File: src/rtl/regfile_rename_mp.sv
`default_nettype none
// ============================================================================
// Module   : regfile_rename_mp
// Purpose  : Architectural register file with per-register rename tags,
//            NUM_RD bypassed read ports, NUM_CDB broadcast channels and flush.
// Revision : 1.0 - initial release
// ============================================================================
module regfile_rename_mp #(
    parameter int DATA_W   = 32,
    parameter int REG_NUM  = 32,
    parameter int NAME_W   = 5,
    parameter int TAG_W    = 4,
    parameter int TAG_FREE = 0,
    parameter int NUM_RD   = 4,
    parameter int NUM_CDB  = 2
) (
    input  logic                       clk,
    input  logic                       rst,
    input  logic                       flush,
    input  logic [NUM_CDB-1:0]         cdb_valid,
    input  logic [NUM_CDB*NAME_W-1:0]  cdb_name,
    input  logic [NUM_CDB*TAG_W-1:0]   cdb_tag,
    input  logic [NUM_CDB*DATA_W-1:0]  cdb_data,
    input  logic                       disp_en,
    input  logic [NAME_W-1:0]          disp_name,
    input  logic [TAG_W-1:0]           disp_tag,
    input  logic [NUM_RD*NAME_W-1:0]   rd_name,
    output logic [NUM_RD*DATA_W-1:0]   rd_data,
    output logic [NUM_RD*TAG_W-1:0]    rd_tag,
    output logic [NAME_W:0]            busy_cnt
);

    localparam logic [TAG_W-1:0] c_free = TAG_W'(TAG_FREE);

    logic [DATA_W-1:0] r_data [REG_NUM];
    logic [TAG_W-1:0]  r_tag  [REG_NUM];

    // Register 0 is never written after reset, so it stays 0 / free.
    always_ff @(posedge clk) begin
        if (rst) begin
            for (int i = 0; i < REG_NUM; i++) begin
                r_data[i] <= '0;
                r_tag[i]  <= c_free;
            end
        end else if (flush) begin
            for (int i = 0; i < REG_NUM; i++) begin
                r_tag[i] <= c_free;
            end
        end else begin
            for (int i = 1; i < REG_NUM; i++) begin
                for (int c = 0; c < NUM_CDB; c++) begin
                    if (cdb_valid[c] &&
                        cdb_name[c*NAME_W +: NAME_W] == NAME_W'(i) &&
                        cdb_tag[c*TAG_W +: TAG_W] == r_tag[i] &&
                        cdb_tag[c*TAG_W +: TAG_W] != c_free) begin
                        r_data[i] <= cdb_data[c*DATA_W +: DATA_W];
                        r_tag[i]  <= c_free;
                    end
                end
                // Later assignment: a same-cycle rename overrides the CDB tag clear.
                if (disp_en && disp_name == NAME_W'(i)) begin
                    r_tag[i] <= disp_tag;
                end
            end
        end
    end

    logic [NAME_W-1:0] w_name;
    logic [DATA_W-1:0] w_data;
    logic [TAG_W-1:0]  w_tag;

    always_comb begin
        rd_data = '0;
        rd_tag  = {NUM_RD{c_free}};
        w_name  = '0;
        w_data  = '0;
        w_tag   = c_free;
        for (int p = 0; p < NUM_RD; p++) begin
            w_name = rd_name[p*NAME_W +: NAME_W];
            w_data = '0;
            w_tag  = c_free;
            if (w_name != '0 && int'(w_name) < REG_NUM) begin
                w_data = r_data[w_name];
                w_tag  = r_tag[w_name];
                for (int c = 0; c < NUM_CDB; c++) begin
                    if (cdb_valid[c] &&
                        cdb_name[c*NAME_W +: NAME_W] == w_name &&
                        cdb_tag[c*TAG_W +: TAG_W] == r_tag[w_name] &&
                        cdb_tag[c*TAG_W +: TAG_W] != c_free) begin
                        w_data = cdb_data[c*DATA_W +: DATA_W];
                        w_tag  = c_free;
                    end
                end
            end
            if (!rst) begin
                rd_data[p*DATA_W +: DATA_W] = w_data;
                rd_tag[p*TAG_W +: TAG_W]    = w_tag;
            end
        end
    end

    logic [NAME_W:0] w_busy;

    always_comb begin
        w_busy = '0;
        for (int i = 1; i < REG_NUM; i++) begin
            w_busy = w_busy + (NAME_W+1)'(r_tag[i] != c_free);
        end
        busy_cnt = rst ? '0 : w_busy;
    end

endmodule
`default_nettype wire

File: config.mk
export PLATFORM = sky130hd
export DESIGN_NAME = regfile_rename_mp
export DESIGN_NICKNAME = d
export VERILOG_FILES = /design/src/rtl/regfile_rename_mp.sv
export SDC_FILE = /design/constraint.sdc
export NUM_CORES = 2
export LEC_CHECK = 0
export BUFFER_PORTS_ARGS = -buffer_cell sky130_fd_sc_hd__buf_4
export CELL_PAD_IN_SITES_DETAIL_PLACEMENT = 2
export CELL_PAD_IN_SITES_GLOBAL_PLACEMENT = 2
export CORE_MARGIN = 2
export CORE_UTILIZATION = 25
export DETAILED_ROUTE_END_ITERATION = 10
export GPL_TIMING_DRIVEN = 0
export PLACE_DENSITY = 0.49
export SLEW_MARGIN = 10
export SYNTH_ARGS = -nofsm -noshare
export SYNTH_HDL_FRONTEND = slang
export SYNTH_SLANG_ARGS = --single-unit
export TNS_END_PERCENT = 50
File: constraint.sdc
create_clock -name clk -period 8.3 [get_ports clk]
set_clock_uncertainty 0.15 [all_clocks]
set_input_delay 0.415 -clock clk [delete_from_list [all_inputs] [get_ports clk]]
set_output_delay 0.415 -clock clk [all_outputs]
set_load 0.02 [all_outputs]
After elaboration in Yosys (flattened, before gate mapping) --
Memory sizes are Yosys's and may differ from the RTL's. Cells that the tools add are included.
Word-level totals: logic and storage cells 1265, input port bits 117, memories 2, bits in writable memories 1152, register bits 0
Operators by class: bitwise gates (word level) 187, reductions and logical operators 278, add/sub/neg operators 30, multiplexer cells 597, equality and inequality tests 171
Memories:
- r_data | depth 32, width 32, read ports 4, clocked after Yosys merged registers in 0, wr ports 32, RTL line 35 | logic [DATA_W-1:0] r_data [REG_NUM];
- r_tag | depth 32, width 4, read ports 35, clocked after Yosys merged registers in 0, wr ports 32, RTL line 36 | logic [TAG_W-1:0] r_tag [REG_NUM];
Operator list (number):
- $mux W32 | 78
- $mux W4 | 141
- $mux W1 | 377
- $eq A4 B4 Y1 | 70
- $logic_and A1 B1 Y1 | 241
- $eq A5 B5 Y1 const B | 48
- $or A1 B1 Y1 | 187
- $add A6 B1 Y6 | 25
- $reduce_bool A4 Y1 | 33
- $eq A5 B4 Y1 const B | 24
- $eq A5 B3 Y1 const B | 12
- $eq A5 B5 Y1 | 8
- $eq A5 B2 Y1 const B | 6
- $reduce_bool A5 Y1 | 4
- $eq A5 B1 Y1 const B | 3
- $add A5 B1 Y6 | 1
- $mux W6 | 1
- $add A4 B1 Y5 | 1
- $add A3 B1 Y4 | 1
- $add A2 B1 Y3 | 1
- $add A1 B1 Y2 | 1

Depth between registers and ports, before layout --
depth in word-level cells 32, depth in mapped cells 20, mapped depth without buffers 19

Worst setup path after synthesis --
No wires, ideal clock.
kind flip-flop to output port, start memory r_tag[22][0], end output busy_cnt[4], stages on the path, launching flop included 21, path slack 1.994 ns, data arrival time 5.741 ns, path buffers 1, cells stage by stage edfxtp_1 -> clkbuf_1 -> or4_1 -> fa_1 -> inv_1 -> fa_1 -> inv_1 -> fa_1 -> fa_1 -> inv_1 -> fa_1 -> inv_1 -> fa_1 -> inv_1 -> fa_1 -> fa_1 -> inv_1 -> a21o_1 -> a21oi_1 -> xor2_1 -> nor2_1
RTL lines:
- from (decl) | RTL line 36
- to (decl) | RTL line 30 | output logic [NAME_W:0] busy_cnt

==> results_dict.tcl <==
set metrics [dict create \
    swShare 0.364 \
    worst_slew_pin_slew_ns 1.60 \
    via_per_inst 6.14 \
    ant_nets 0 \
    postSynthAreaPerCell_um2 11.8 \
    vdd_drop_max_mv 0.253 \
    grt_max_degree 33 \
    end_kind "output pin" \
    final_common_cell "nor2_1" \
    layout-drive-gt1-share 0.279 \
    drt_iter0_drc 11200 \
    power_frac_comb 0.300 \
    cp_slowest_cell "edfxtp_1" \
    pin_count 267 \
    grt_pass1_vias 82300 \
    powerDensity_mw_per_mm2 183 \
    synthArstFlopShare 0 \
    path_class "flip-flop to output pin" \
    synth-edff-count 1116 \
    clockRootBuffer "clkbuf_16" \
    n_fill_cell 40100 \
    fin_crit_ns 8.06 \
    cp-start-kind "flip-flop" \
    path_cells "or4_1 > fa_1 > inv_1 > fa_1 > clkinvlp_4 > fa_1 > fa_1 > inv_1 > fa_1 > inv_1 > fa_1 > inv_1 > fa_1 > fa_1 > inv_1 > a21o_1 > a21oi_1 > xor2_1 > nor2_1 > buf_4" \
    power.share.clock 0.357 \
    hp-class "primary input to flip-flop" \
    final_util 0.292 \
    fp.dieW_um 618 \
    nets 8607 \
    ys_seq_elements 1116 \
    setup_viol 0 \
    numClockSinks 1116 \
    violations "max-capacitance violations, max-slew violations" \
    placeableCoreArea_mm2 0.375 \
    port_buffers 212 \
    synth_cells 7962 \
    vias 83800 \
    p_total_uw 20000 \
    multi_input_area_mm2 0.0562 \
    gp_congestion 0.985 \
    critPathMaxFanout 7 \
    grt_setup_unrepaired "false" \
    firstDrtPassIters 6 \
    power_switching_uw 7290 \
    syn_area_mm2 0.0941 \
    fmax_mhz 124 \
    seq_area_mm2 0.0335 \
    dp_slack_ns 1.07 \
    cts_buffers 162 \
    hold_viol_final 0 \
    grtUsageTotal 0.340 \
    maxSlewViolCount 2 \
    synth_nets 8109 \
    layout_common_cells "1504 x nor2_1, 1184 x mux4_2, 1116 x edfxtp_1" \
    synth_flop_cell "edfxtp_1" \
    clock_latency_ns 0.89 \
    slowest_delay_ns 0.66 \
    fin_crit_sh 0.971 \
    cpMostUsedCell "fa_1" \
    max_cap_viol_count 1 \
    status "finished with violations" \
    die_area_mm2 0.382 \
    cp.required_ns 7.74 \
    wl_per_cell_um 48.8 \
    die_h_um 618 \
    max-slew-margin-rel -0.0917 \
    drcViolationCount 0 \
    p_int_uw 12700 \
    grt_pass1_wl_um 851000 \
    antenna_found_initial 138 \
    fin_setup_tns_ns 0 \
    ys_seq_area_frac 0.356 \
    dp_hpwl_um 538000 \
    tritoncts "built" \
    p_leak_uw 0.0373 \
    fp-row-count 225 \
    area_growth_pct 16.4 \
    pwr-share-seq 0.343 \
    routed_wl_um 665000 \
    htreeDepth 4 \
    ys_types 75 \
    grt-ovfl-total 0 \
    critical_path_arrival_ns 7.50 \
    clock_path_buffers 4 \
    setup_ws_ns 0.240 \
    initial_core_util 0.251 \
    ys_warn_count 0 \
    path_clk_slew_ns 0.06 \
]
## power groups by stage
stage               Clock, uW  Sequential, uW  Combinational (uW)
floorplan                   0            6780                3230
global placement            0            6930                5630
detailed placement          0            6940                5810
CTS                      7220            6830                5840
global route             7370            6880                6180
finish                   7140            6860                6010
## cells in the mapped netlist, drive strengths merged, types with 86 or more instances
master     n  area share
clkbuf   780       0.031
mux4    1184        0.28
mux2     282       0.034
nand2    150      0.0060
nor3      86      0.0047
buf      299       0.016
xor2     126       0.012
mux2i    695       0.074
and2     128      0.0085
a22o     161       0.015
a21oi    601       0.032
xnor2    189       0.018
nor2    1505       0.060
edfxtp  1116        0.36
## logic make-up after synthesis
family / share of synthesized area
buffers and inverters: 0.0501
xor gates and xnor gates: 0.0293
AOI/OAI and AO/OA: 0.0665
muxes: 0.391
adders and majority gates: 0.00582
DFF: 0.356
and+or+nand+nor: 0.101
## metal layers
layer  global-route usage  up-vias  share of wire
met1                0.461    45600           0.42
met3               0.0947     1068           0.10
met2                0.503     5406           0.43
met5                    0        -        0.00031
li1                     -    31700              -
met4                0.152       30          0.053
## sequential cells by signal (all words and copies together), names as in the netlist
signal  cells
r_tag     124
r_data    992
## worst max-delay path, delay by kind of cell (launching register included)
| family | cells | cell delay [ns] |
|---|---|---|
| flops | 1 | 0.66 |
| simple gates | 2 | 0.68 |
| xor+xnor | 1 | 0.14 |
| buf+inv | 7 | 0.84 |
| fa+ha+maj | 8 | 4.09 |
| compound gates | 2 | 0.19 |
## stage by stage
step                      instances  hold slack (ns)  instance area [um^2]
after floorplan                7962            0.463                 94100
after global placement        13200            0.579                102000
after detailed placement      13300            0.584                104000
after CTS                     13600          0.00302                109000
after global routing          13600           0.0535                109000
final                         13600           0.0283                110000
## final cells by class
| class | count | area share |
|---|---|---|
| flip-flops and latches | 1116 | 0.306 |
| repair buffers | 343 | 0.0327 |
| diodes | 62 | 0.00142 |
| clock inverters | 93 | 0.00750 |
| clock buffers | 196 | 0.0385 |
| plain buffers | 1070 | 0.0415 |
| multi-input cells | 5696 | 0.513 |
| inverters | 71 | 0.00247 |
| well taps | 4994 | 0.0570 |
## final timing paths
path           startpoint  slack (ns)  cells after the start              to
min          cdb_data[15]        0.03                      2  r_data[17][15]
max reg2reg   r_tag[7][1]        3.24                      6     r_tag[7][1]
max          r_tag[12][2]        0.24                     20     busy_cnt[4]
min reg2reg  r_tag[30][3]        1.23                      6   r_data[30][1]
## repair_timing
| action | in CTS | in global routing |
|---|---|---|
| endpoints found under the setup margin | 0 | 1 |
| hold buffers | 20 | 0 |
| endpoints found under the hold margin | 70 | 0 |
| resized for setup | 0 | 3 |
| setup buffers | 0 | 12 |
Power figures use the tool's default switching activity.
